--- src/rtl/cache_arbiter.sv ---
// Two-requester arbiter in front of a fixed-latency cache: holds the cache in clear
// for CLEAR_CYCLES after reset, then grants one requester per cycle and routes results back.
module cache_arbiter #(
    parameter int WIDTH        = 8,
    parameter int LATENCY      = 1,
    parameter int CLEAR_CYCLES = 4
) (
    input  logic             clock,
    input  logic             clear,
    input  logic             reqA,
    input  logic [WIDTH-1:0] dataA,
    input  logic             reqB,
    input  logic [WIDTH-1:0] dataB,
    output logic             grantA,
    output logic             grantB,
    output logic             respValidA,
    output logic             respValidB,
    output logic [WIDTH-1:0] respData,
    output logic [WIDTH-1:0] cacheDataIn,
    input  logic [WIDTH-1:0] cacheDataOut,
    output logic             cacheClear,
    output logic             busy,
    output logic             state_dbg
);

    localparam logic [0:0] INIT   = 1'b0;
    localparam logic [0:0] RUN    = 1'b1;
    localparam logic       PRIO_A = 1'b0;
    localparam logic       PRIO_B = 1'b1;
    localparam int         CW     = $clog2(CLEAR_CYCLES + 1);

    logic [0:0]       state_q, state_d;
    logic [CW-1:0]    cnt_q, cnt_d;
    logic             prio_q, prio_d;
    logic [WIDTH-1:0] cache_data_in_q, cache_data_in_d;
    logic [WIDTH-1:0] resp_data_q, resp_data_d;
    logic             resp_valid_a_q, resp_valid_a_d;
    logic             resp_valid_b_q, resp_valid_b_d;
    logic             cache_clear_q, cache_clear_d;
    logic             busy_q, busy_d;
    // Tag pipeline: bit 0 is the newest grant, bit LATENCY the one whose cache result is ready.
    logic [LATENCY:0] tag_valid_q, tag_valid_d;
    logic [LATENCY:0] tag_owner_q, tag_owner_d;
    logic             grant_a, grant_b;

    always_comb begin
        grant_a = (state_q == RUN) && reqA && (!reqB || (prio_q == PRIO_A));
        grant_b = (state_q == RUN) && reqB && (!reqA || (prio_q == PRIO_B));

        state_d         = state_q;
        cnt_d           = cnt_q;
        prio_d          = prio_q;
        cache_data_in_d = cache_data_in_q;
        resp_data_d     = resp_data_q;
        cache_clear_d   = cache_clear_q;
        busy_d          = busy_q;

        case (state_q)
            INIT: begin
                if (cnt_q == CW'(CLEAR_CYCLES - 1)) begin
                    state_d       = RUN;
                    cnt_d         = '0;
                    cache_clear_d = 1'b0;
                    busy_d        = 1'b0;
                end else begin
                    cnt_d = cnt_q + CW'(1);
                end
            end
            RUN: begin
            end
            default: state_d = INIT;
        endcase

        if (grant_a) begin
            cache_data_in_d = dataA;
            prio_d          = PRIO_B;
        end else if (grant_b) begin
            cache_data_in_d = dataB;
            prio_d          = PRIO_A;
        end

        tag_valid_d = {tag_valid_q[LATENCY-1:0], grant_a | grant_b};
        tag_owner_d = {tag_owner_q[LATENCY-1:0], grant_b};

        resp_valid_a_d = tag_valid_q[LATENCY] & ~tag_owner_q[LATENCY];
        resp_valid_b_d = tag_valid_q[LATENCY] &  tag_owner_q[LATENCY];
        if (tag_valid_q[LATENCY]) begin
            resp_data_d = cacheDataOut;
        end
    end

    always_ff @(posedge clock or posedge clear) begin
        if (clear) begin
            state_q         <= INIT;
            cnt_q           <= '0;
            prio_q          <= PRIO_A;
            cache_data_in_q <= '0;
            resp_data_q     <= '0;
            resp_valid_a_q  <= 1'b0;
            resp_valid_b_q  <= 1'b0;
            cache_clear_q   <= 1'b1;
            busy_q          <= 1'b1;
            tag_valid_q     <= '0;
            tag_owner_q     <= '0;
        end else begin
            state_q         <= state_d;
            cnt_q           <= cnt_d;
            prio_q          <= prio_d;
            cache_data_in_q <= cache_data_in_d;
            resp_data_q     <= resp_data_d;
            resp_valid_a_q  <= resp_valid_a_d;
            resp_valid_b_q  <= resp_valid_b_d;
            cache_clear_q   <= cache_clear_d;
            busy_q          <= busy_d;
            tag_valid_q     <= tag_valid_d;
            tag_owner_q     <= tag_owner_d;
        end
    end

    assign grantA      = grant_a;
    assign grantB      = grant_b;
    assign respValidA  = resp_valid_a_q;
    assign respValidB  = resp_valid_b_q;
    assign respData    = resp_data_q;
    assign cacheDataIn = cache_data_in_q;
    assign cacheClear  = cache_clear_q;
    assign busy        = busy_q;
    assign state_dbg   = state_q;

endmodule
--- config.mk ---
export PLATFORM = sky130hd
export DESIGN_NAME = cache_arbiter
export DESIGN_NICKNAME = d
export VERILOG_FILES = /design/src/rtl/cache_arbiter.sv
export SDC_FILE = /design/constraint.sdc
export NUM_CORES = 1
export LEC_CHECK = 0
export ABC_AREA = 1
export BUFFER_PORTS_ARGS = -buffer_cell sky130_fd_sc_hd__buf_2
export CAP_MARGIN = 20
export CORE_ASPECT_RATIO = 0.6
export CORE_MARGIN = 5
export CORE_UTILIZATION = 49
export DETAILED_ROUTE_END_ITERATION = 16
export PLACE_DENSITY = 0.8
export SKIP_CTS_REPAIR_TIMING = 1
export SLEW_MARGIN = 15
export SYNTH_ARGS = -nofsm -noshare
export SYNTH_HDL_FRONTEND = slang
export SYNTH_SLANG_ARGS = --single-unit
--- constraint.sdc ---
create_clock -name clock -period 2.2 [get_ports clock]
set_input_delay 0.11 -clock clock [delete_from_list [all_inputs] [get_ports clock]]
set_output_delay 0.11 -clock clock [all_outputs]
set_load 0.02 [all_outputs]
==> summary.md, run 1 <==
| Metric | Value |
|---|---|
| Status | `completed` |
| Y dimension of the die | `48.2 µm` |
| Die outline width | `73.7 µm` |
| Count of different cell masters after synthesis | `19` |
| TritonCTS Sinks | `28` |
| Synth-to-layout area growth | `29.2%` |
| Post-detailed-route DRC marker count | `0` |
| Placed Instance Area | `1470 µm²` |
| CTS root buf | `clkbuf_8` |
| Post-Syn Nets | `168` |
| Vias post-DR | `994` |
| Total CTS buffers | `3` |
| Clock-pin slew reported for the worst setup and hold paths after clock tree synthesis | `0.09 ns` |
| #FFs+latches synth | `28` |
| Dpl hpwl | `1.97 mm` |
| Initial core utilization | `about 53%` |
| Critical Path Source Type | `register` |
| Most common library cell in the layout ignoring fill and taps | `nand2_1` |
| Clock tree from TritonCTS | `yes` |
| Number of synthesis warnings | `0` |
| Multi-input gate area in the final layout | `372 µm²` |
| GRT Util Overall | `14.6%` |
| Floorplan die area | `3550 µm²` |
| Register cell area after layout | `702 µm²` |
| Mean routed wirelength per cell | `roughly 11 µm` |
| Capturing element type of the critical path | `output port` |
| Design area | `around 1500 µm²` |
| Largest driver fanout on the critical path | `7` |
| Final antenna diode count | `0` |
| First-pass GRT wire length | `just under 4 mm` |
| GP Congestion | `0.770` |
| Detail-routed via count per cell | `about 4.5` |
| Final-report hold violation count | `0` |
| Cell Rows | `13` |
| Antenna violations before repair | `0` |
| Setup TNS | `0 ns` |
| First drt pass iteration count | `4` |
| Largest net degree at the start of global routing | `17` |
| Top cells by area, synth | `dfrtp_1 (57%), nand2_1 (17%), inv_1 (7.6%)` |
| Clock tree skew after final layout | `0.00411 ns` |
| Via count of the first global-routing pass | `910` |
| Number of endpoints failing setup at the final stage | `0` |
| Tightest slew margin relative to the limit | `about two thirds` |
| DRT iter0 DRCs | `58` |
| Post-synth top area cell | `dfrtp_1` |
| Netlist area before placement | `roughly 1200 µm²` |
| Class of the tightest hold or removal check | `in2reg` |
| Total power divided by cell area | `697 nW/µm²` |
| Final Max Tran Viols | `0` |
| Final period utilization | `70.7%` |
| Layout cell share with drive strength beyond 1 | `32.1%` |
| Highest-count cells in the layout ignoring fill and taps | `nand2_1 (54), buf_2 (50), dfrtp_1 (27)` |
| Number of H-tree branching levels | `1` |
| Port buffer count | `50` |
| Net count reported at finish | `around 220` |
| Data arrival time of the critical path | `approximately 1.5 ns` |
| Sequential-to-total area share from yosys stat | `58.9%` |
| Average cell area after synthesis | `8.57 µm²` |
| P_leak | `around 0.94 nW` |
| Total wirelength of the detailed-routed design | `2.43 mm` |
| Achievable clock frequency | `643 MHz` |
| Filler cell count | `between 150 and 200` |
| Post-route minimum period | `1.56 ns` |
| Slew at the pin with the worst max-slew slack | `0.472 ns` |
| Number of instances in the synthesized netlist | `139` |
| Clock latency of the later-clocked register in the worst-skew pair | `0.27 ns` |
| Global-route congestion overflow total | `0` |
| Area share of the largest cell type after synthesis | `between 50% and 60%` |
| Area of the placeable core | `between 2000 and 2500 µm²` |
| Post-route antenna net violation count | `0` |
| Deepest clock path buffer count | `2` |
| Total Power | `~1.1 mW` |
| Setup repair after global routing missed its margin | `no` |
| Setup CP Type | `reg2out` |
| Top-level I/O count | `between 50 and 60` |
| Max-cap viol count | `0` |
| Data required time at the worst endpoint | `around 2.1 ns` |
| Worst vdd rail ir drop | `0.000348 V` |
logic make-up (layout without fill, tap and decap cells):
group,after synthesis,count (layout),synth area share [%]
and+or+nand+nor,75,75,26.5
DFF,28,28,58.9
AOI/OAI and AO/OA,6,6,3.68
buffers and inverters,29,83,9.87
adders and majority gates,1,1,1.05
registers in the layout, indices dropped and copies added (netlist names):
name and count:
busy 1, cacheDataIn 8, cnt_q 3, prio_q 1
respData 8, respValidA 1, respValidB 1, state_dbg 1
tag_owner_q 2, tag_valid_q 2
per-stage QoR:
stage          std cells  utilization (%)  setup WS, ns  hold WS, ns
3_5_place_dp         218             65.7         0.926        0.150
2_1_floorplan        139                -         0.697        0.175
3_3_place_gp         218             65.7          1.04        0.142
6_report             223             68.6         0.644       0.0391
4_1_cts              222             68.1         0.623       -0.155
5_1_grt              223             68.6         0.490       0.0445
worst max-delay path, cell delays in order (launching register included):
cell      delay (ns)
dfrtp_1         0.49
inv_1           0.14
a211oi_1        0.32
buf_2           0.23
cell type report:
| type | count | area share, % |
|---|---|---|
| clock buffers | 4 | 3.58 |
| inverters | 27 | 6.83 |
| multi-input cells | 82 | 24.1 |
| flip-flops and latches | 28 | 45.6 |
| well taps | 30 | 2.44 |
| repair buffers | 52 | 17.4 |
final timing paths:
| check | start | end | slack [ns] | cells after the start |
|---|---|---|---|---|
| worst max-delay path | state_dbg$_DFF_PP0_ | grantB | 0.64 | 3 |
| worst min register to register | tag_valid_q[0]$_DFF_PP0_ | tag_valid_q[1]$_DFF_PP0_ | 0.36 | 0 |
| worst max register to register | state_dbg$_DFF_PP0_ | cacheDataIn[3]$_DFFE_PP0P_ | 1.05 | 6 |
| max in group asynchronous | clear | respData[0]$_DFFE_PP0P_ | 1.24 | 4 |
| worst min-delay path | cacheDataOut[6] | respData[6]$_DFFE_PP0P_ | 0.04 | 3 |
| min in group asynchronous | clear | state_dbg$_DFF_PP0_ | 0.39 | 3 |
routing by layer:
layer  track usage (%)  wire [µm]  part of all wire [%]  up-vias
li1                  -          -                     -      524
met1              19.7       1150                    47      439
met2              23.1       1100                    45       29
met3              4.53        178                   7.3        2
met4              4.33          8                  0.33        0
met5                 0          0                     0        -
power by group:
group	internal, mW	total [mW]	switching [mW]
sequential	0.553	0.575	0.0216
combinational	0.0699	0.192	0.122
clock	0.160	0.306	0.146
Yosys cell counts:
master / count
a211oi_1: 1
a21oi_1: 1
buf_2: 1
buf_4: 1
clkinv_1: 1
clkinv_2: 1
dfrtp_1: 27
dfstp_2: 1
ha_1: 1
inv_1: 24
inv_4: 1
nand2_1: 54
nand2_2: 2
nand2_4: 1
nand3_1: 17
nor2_1: 1
o21ai_0: 2
o21ai_1: 1
o21ai_4: 1
Note: power is estimated with default switching activity, not from simulation.
==> run 2, diff against run 1 <==
--- a/config.mk
+++ b/config.mk
@@ -10,9 +10,9 @@
 export CAP_MARGIN = 20
 export CORE_ASPECT_RATIO = 0.6
 export CORE_MARGIN = 5
-export CORE_UTILIZATION = 49
+export CORE_UTILIZATION = 46
 export DETAILED_ROUTE_END_ITERATION = 16
-export PLACE_DENSITY = 0.8
+export PLACE_DENSITY = 0.76
 export SKIP_CTS_REPAIR_TIMING = 1
 export SLEW_MARGIN = 15
 export SYNTH_ARGS = -nofsm -noshare
==> constraint.sdc (replaced) <==
create_clock -name clock -period 1.6 [get_ports clock]
set_input_delay 0.08 -clock clock [delete_from_list [all_inputs] [get_ports clock]]
set_output_delay 0.08 -clock clock [all_outputs]
set_load 0.02 [all_outputs]
==> run 2 against run 1 <==
Clock skew decreased by 0.0028 ns. Routed wire length increased by 3.2%. Utilization decreased by 5.5 points. Sequential power increased by 37%. Critical path type unchanged. Highest routed layer unchanged.
==> summary.md, run 2 (same netlist as run 1, synthesis figures left out) <==
| Metric | Value |
|---|---|
| Clock latency of the later-clocked register in the worst-skew pair | `0.26 ns (about the same)` |
| Largest driver fanout on the critical path | `7 (unchanged)` |
| Status | `completed` |
| PnR worst setup slack | `0.184 ns (-0.461 ns)` |
| Total wirelength of the detailed-routed design | `2.51 mm (+3.2%)` |
| Y dimension of the die | `49.4 µm (+2.5%)` |
| Data arrival time of the critical path | `1.34 ns (-0.11 ns)` |
| Grt met1 use | `19.5% (-0.29 points)` |
| Antenna violations before repair | `0 (unchanged)` |
| Final period utilization | `between 80% and 90%` |
| Slew at the pin with the worst max-slew slack | `0.402 ns (-0.0701 ns)` |
| Synth-to-layout area growth | `31.7%` |
| Top-level I/O count | `51 (unchanged)` |
| Data required time at the worst endpoint | `1.52 ns (-0.57 ns)` |
| Routing usage on met3 | `4.53% (unchanged)` |
| Highest-count cells in the layout ignoring fill and taps | `nand2_1 (54), buf_2 (50), dfrtp_1 (26)` |
| Area of the placeable core | `2490 µm² (+11%)` |
| Floorplan die area | `3740 µm² (+5.4%)` |
| Layout cell share with drive strength beyond 1 | `32.5% (+0.35 points)` |
| Die outline width | `75.7 µm (+2.8%)` |
| Number of endpoints failing setup at the final stage | `0 (unchanged)` |
| Post-route minimum period | `1.42 ns` |
| Post-route antenna net violation count | `0 (unchanged)` |
| Filler cell count | `229 (+30%)` |
| Mean routed wirelength per cell | `11.1 µm (+1.8%)` |
| Net count reported at finish | `224 (+0.45%)` |
| P_leak | `0.947 nW (+1.2%)` |
| Class of the tightest hold or removal check | `in2reg` |
| Capturing element type of the critical path | `output port` |
| Vias post-DR | `993 (-0.10%)` |
| Deepest clock path buffer count | `2 (unchanged)` |
| Port buffer count | `50 (unchanged)` |
| Final antenna diode count | `0 (unchanged)` |
| Setup TNS | `0 ns (unchanged)` |
| Final Max Tran Viols | `0 (unchanged)` |
| Tightest slew margin relative to the limit | `73.2% (+4.7 points)` |
| Global-route congestion overflow total | `0 (unchanged)` |
| TritonCTS Sinks | `28 (unchanged)` |
| First drt pass iteration count | `4 (unchanged)` |
| Setup CP Type | `reg2out` |
| GP Congestion | `0.801 (+4.0%)` |
| Dpl hpwl | `2.03 mm (+3.1%)` |
| Max-cap viol count | `0 (unchanged)` |
| Clock tree skew after final layout | `0.00135 ns (-0.00276 ns)` |
| Total power divided by cell area | `1010 nW/µm² (+46%)` |
| DRT iter0 DRCs | `26 (-55%)` |
| Largest net degree at the start of global routing | `19 (+2)` |
| GRT Util Overall | `14.5% (-0.11 points)` |
| Initial core utilization | `47.9% (-5.2 points)` |
| Post-detailed-route DRC marker count | `0 (unchanged)` |
| GRT Max-Usage Layer | `met2` |
| Via count of the first global-routing pass | `939 (+3.2%)` |
| Critical Path Source Type | `register` |
| Number of H-tree branching levels | `1 (unchanged)` |
| Met2 usage in global routing | `23.1% (about the same)` |
| Final-report hold violation count | `0 (unchanged)` |
| Clock tree from TritonCTS | `yes` |
| CTS root buf | `clkbuf_8` |
| Setup repair after global routing missed its margin | `no` |
| Detail-routed via count per cell | `4.39 (-1.4%)` |
| Worst setup slack after placement | `0.381 ns (-0.545 ns)` |
| Clock-pin slew reported for the worst setup and hold paths after clock tree synthesis | `0.09 ns (about the same)` |
| Achievable clock frequency | `706 MHz` |
| Cell Rows | `14 (+1)` |
| Worst vdd rail ir drop | `0.000570 V (+64%)` |
| Total CTS buffers | `3 (unchanged)` |
| First-pass GRT wire length | `4.13 mm (+6.4%)` |
| Most common library cell in the layout ignoring fill and taps | `nand2_1` |
run 2: cell types whose count changed in the layout (fill, tap and decap cells not counted):
cell           delta
dfrtp_1           -1
clkbuf_8          -1
dfrtp_2           +1
bufinv_16         +1
dlygate4sd3_1     +1
run 2: final cells by class:
type | count | area [µm²] | share of cell area [%]
Sequential cell | 28 | 703 | 44.8
Multi-Input combinational cell | 82 | 372 | 23.7
Timing Repair Buffer | 53 | 278 | 17.7
Inverter | 27 | 105 | 6.70
Clock buffer | 3 | 41.3 | 2.63
Tap cell | 32 | 40.0 | 2.55
Clock inverter | 1 | 30.0 | 1.91
run 2: critical path: stages (launching register included):
cell and delay [ns]:
dfrtp_2 0.45, inv_1 0.10, a211oi_1 0.29, buf_2 0.22
run 2: routing by layer:
layer	share of wire (%)	vias to the layer above
met5	0	-
met4	0.52	0
met1	44	444
met2	48	22
met3	6.8	2
li1	-	525
run 2: path summary, 6_finish.rpt:
kind,cells past startpoint,endpoint,start,slack (ns)
worst max-delay path,3,grantB,state_dbg$_DFF_PP0_,0.18
worst min-delay path,3,respData[2]$_DFFE_PP0P_,cacheDataOut[2],0.01
worst max register to register,3,respData[3]$_DFFE_PP0P_,tag_valid_q[1]$_DFF_PP0_,0.48
worst min register to register,0,tag_valid_q[1]$_DFF_PP0_,tag_valid_q[0]$_DFF_PP0_,0.36
max in group asynchronous,4,tag_valid_q[1]$_DFF_PP0_,clear,0.70
min in group asynchronous,3,cnt_q[2]$_DFFE_PP0N_,clear,0.33
run 2: stage by stage:
stage,area [µm²],hold slack [ns],instances,util [%],power (mW)
5_1_grt,1570,0.00314,226,63.1,1.69
3_3_place_gp,1480,0.0807,220,59.4,1.06
4_1_cts,1550,-0.209,224,62.2,1.62
6_report,1570,0.0101,226,63.1,1.59
3_5_place_dp,1480,0.0945,220,59.4,1.07
2_1_floorplan,1190,0.145,139,-,0.960
run 2: where the power goes:
part	total (mW)	leakage [nW]	internal [mW]	switching, mW
clock network	0.536	0.0357	0.334	0.202
logic	0.268	0.579	0.0978	0.171
registers	0.788	0.331	0.760	0.0273
==> run 3, diff against run 2 <==
--- a/config.mk
+++ b/config.mk
@@ -7,12 +7,12 @@
 export LEC_CHECK = 0
 export ABC_AREA = 1
 export BUFFER_PORTS_ARGS = -buffer_cell sky130_fd_sc_hd__buf_2
-export CAP_MARGIN = 20
+export CAP_MARGIN = 15
 export CORE_ASPECT_RATIO = 0.6
 export CORE_MARGIN = 5
-export CORE_UTILIZATION = 46
+export CORE_UTILIZATION = 40
 export DETAILED_ROUTE_END_ITERATION = 16
-export PLACE_DENSITY = 0.76
+export PLACE_DENSITY = 0.67
 export SKIP_CTS_REPAIR_TIMING = 1
 export SLEW_MARGIN = 15
 export SYNTH_ARGS = -nofsm -noshare
==> run 3 against run 2 <==
Flip-flop and latch count stayed put. Die area is 12% higher. Combinational power is essentially flat. Critical endpoint unchanged.
==> summary.md, run 3 (same netlist as run 1, synthesis figures left out) <==
| Metric | Value |
|---|---|
| GRT Util Overall | `14.1% (-0.35 points)` |
| Largest driver fanout on the critical path | `7 (unchanged)` |
| Setup repair after global routing missed its margin | `no` |
| Capturing element type of the critical path | `output port` |
| Max-cap viol count | `0 (unchanged)` |
| Antenna violations before repair | `0 (unchanged)` |
| Global-route congestion overflow total | `0 (unchanged)` |
| Mean routed wirelength per cell | `11.5 µm (+3.5%)` |
| Die outline width | `80.5 µm (+6.3%)` |
| Number of H-tree branching levels | `1 (unchanged)` |
| Class of the tightest hold or removal check | `in2reg` |
| P_leak | `0.934 nW (-1.4%)` |
| CTS root buf | `clkbuf_8` |
| Largest net degree at the start of global routing | `20 (+1)` |
| Post-route minimum period | `1.41 ns (-0.0106 ns)` |
| Data arrival time of the critical path | `1.33 ns (about the same)` |
| Final period utilization | `87.9% (-0.66 points)` |
| Net count reported at finish | `224 (unchanged)` |
| Critical Path Start | `state_dbg$_DFF_PP0_` |
| Vias post-DR | `1057 (+6.4%)` |
| Setup CP Type | `reg2out` |
| Register-to-register path setup slack | `0.44 ns (-0.04 ns)` |
| Reg-to-Reg Start | `state_dbg$_DFF_PP0_` |
| Top-level I/O count | `51 (unchanged)` |
| Data required time at the worst endpoint | `1.52 ns (about the same)` |
| Total wirelength of the detailed-routed design | `2.71 mm (+8.1%)` |
| Tightest slew margin relative to the limit | `75.1% (+1.9 points)` |
| Final antenna diode count | `0 (unchanged)` |
| DRT iter0 DRCs | `37 (+42%)` |
| Endpoint of the most critical register-to-register path | `cacheDataIn[4]$_DFFE_PP0P_` |
| Critical Path Source Type | `register` |
| Wire length the detailed router placed on met1 | `1.20 mm (+7.9%)` |
| Clock-pin slew reported for the worst setup and hold paths after clock tree synthesis | `0.09 ns (about the same)` |
| Post-detailed-route DRC marker count | `0 (unchanged)` |
| Core occupancy in the finished layout | `54.2% (-8.9 points)` |
| Synth-to-layout area growth | `30.6%` |
| Via count of the first global-routing pass | `1012 (+7.8%)` |
| Most common library cell in the layout ignoring fill and taps | `nand2_1` |
| Clock tree skew after final layout | `0.00174 ns (+0.000387 ns)` |
| TritonCTS Sinks | `28 (unchanged)` |
| Post-route antenna net violation count | `0 (unchanged)` |
| Slew at the pin with the worst max-slew slack | `0.374 ns (-0.0281 ns)` |
| Achievable clock frequency | `711 MHz (+0.75%)` |
| Filler cell count | `281 (+23%)` |
| First drt pass iteration count | `5 (+1)` |
| First-pass GRT wire length | `4.51 mm (+9.2%)` |
| Floorplan die area | `4210 µm² (+12%)` |
| Highest-count cells in the layout ignoring fill and taps | `nand2_1 (54), buf_2 (50), dfrtp_1 (26)` |
| Crit path capture | `grantB` |
| Cell Rows | `15 (+1)` |
| Y dimension of the die | `52.3 µm (+5.8%)` |
| Clock latency of the later-clocked register in the worst-skew pair | `0.27 ns (about the same)` |
| Deepest clock path buffer count | `2 (unchanged)` |
| Number of endpoints failing setup at the final stage | `0 (unchanged)` |
| Setup TNS | `0 ns (unchanged)` |
| Clock tree from TritonCTS | `yes` |
| Worst vdd rail ir drop | `0.000458 V (-20%)` |
| Total CTS buffers | `3 (unchanged)` |
| Final-report hold violation count | `0 (unchanged)` |
| Total power divided by cell area | `927 nW/µm² (-8.7%)` |
| Area of the placeable core | `2870 µm² (+15%)` |
| Multi-input gate area in the final layout | `372 µm² (unchanged)` |
| Layout cell share with drive strength beyond 1 | `32.0% (-0.52 points)` |
| Top routing layer in use | `met4` |
| Detail-routed via count per cell | `4.48 (+1.9%)` |
| Register cell area after layout | `703 µm² (unchanged)` |
| Port buffer count | `50 (unchanged)` |
| Cells on worst reg2reg path | `6 (+3)` |
| Dpl hpwl | `2.11 mm (+4.4%)` |
| WL met3 | `230 µm (+35%)` |
| Status | `completed` |
| Final Max Tran Viols | `0 (unchanged)` |
| Initial core utilization | `41.5% (-6.4 points)` |
| Total length of routed met2 wires | `1.25 mm (+3.5%)` |
| GP Congestion | `0.806 (+0.67%)` |
==> run 3: cell types whose count changed in the layout (fill, tap and decap cells not counted) <==
cell	before	now
clkbuf_1	0	1
bufinv_16	1	0
==> run 3: layer usage <==
metal | global-route usage (%) | up-vias
met5 | 0 | -
met4 | 5.34 | 0
met3 | 5.33 | 4
met2 | 22.0 | 36
met1 | 17.9 | 485
li1 | - | 532
==> run 3: how the worst min path moves through the flow <==
stage,startpoint,endpoint,cells after the start
after floorplan,clear,cacheDataIn[0]$_DFFE_PP0P_,1
after global placement,clear,respData[7]$_DFFE_PP0P_,2
after detailed placement,clear,respData[7]$_DFFE_PP0P_,2
after CTS,clear,respValidB$_DFF_PP0_,2
after global routing,cacheDataOut[5],respData[5]$_DFFE_PP0P_,3
final,cacheDataOut[3],respData[3]$_DFFE_PP0P_,3
==> run 3: critical path, stage by stage (launching register included) <==
cell and delay, ns:
dfrtp_2 0.45, inv_1 0.10, a211oi_1 0.28, buf_2 0.22
==> run 3: report_power, final <==
group | internal (mW) | total (mW) | switching (mW)
Sequential | 0.760 | 0.789 | 0.0287
Clock | 0.178 | 0.381 | 0.202
Combinational | 0.0978 | 0.271 | 0.174
Total | 1.04 | 1.44 | 0.405
==> run 3: area by class of cell <==
| cell class | count | area share (%) |
|---|---|---|
| Multi-Input combinational cell | 82 | 23.9 |
| Tap cell | 42 | 3.38 |
| Clock buffer | 4 | 2.90 |
| Inverter | 27 | 6.76 |
| Sequential cell | 28 | 45.2 |
| Timing Repair Buffer | 53 | 17.9 |
==> run 3: per-stage QoR <==
| step | cells | hold slack (ns) | total power, mW | cell area (µm²) | worst slack (ns) |
|---|---|---|---|---|---|
| floorplan | 139 | 0.145 | 0.960 | 1190 | 0.0969 |
| global route | 236 | 0.00701 | 1.53 | 1560 | 0.0838 |
| detailed placement | 230 | 0.0705 | 1.08 | 1490 | 0.383 |
| finish | 236 | 0.0103 | 1.44 | 1560 | 0.194 |
| global placement | 230 | 0.0609 | 1.07 | 1490 | 0.477 |
| CTS | 234 | -0.229 | 1.46 | 1530 | 0.0733 |
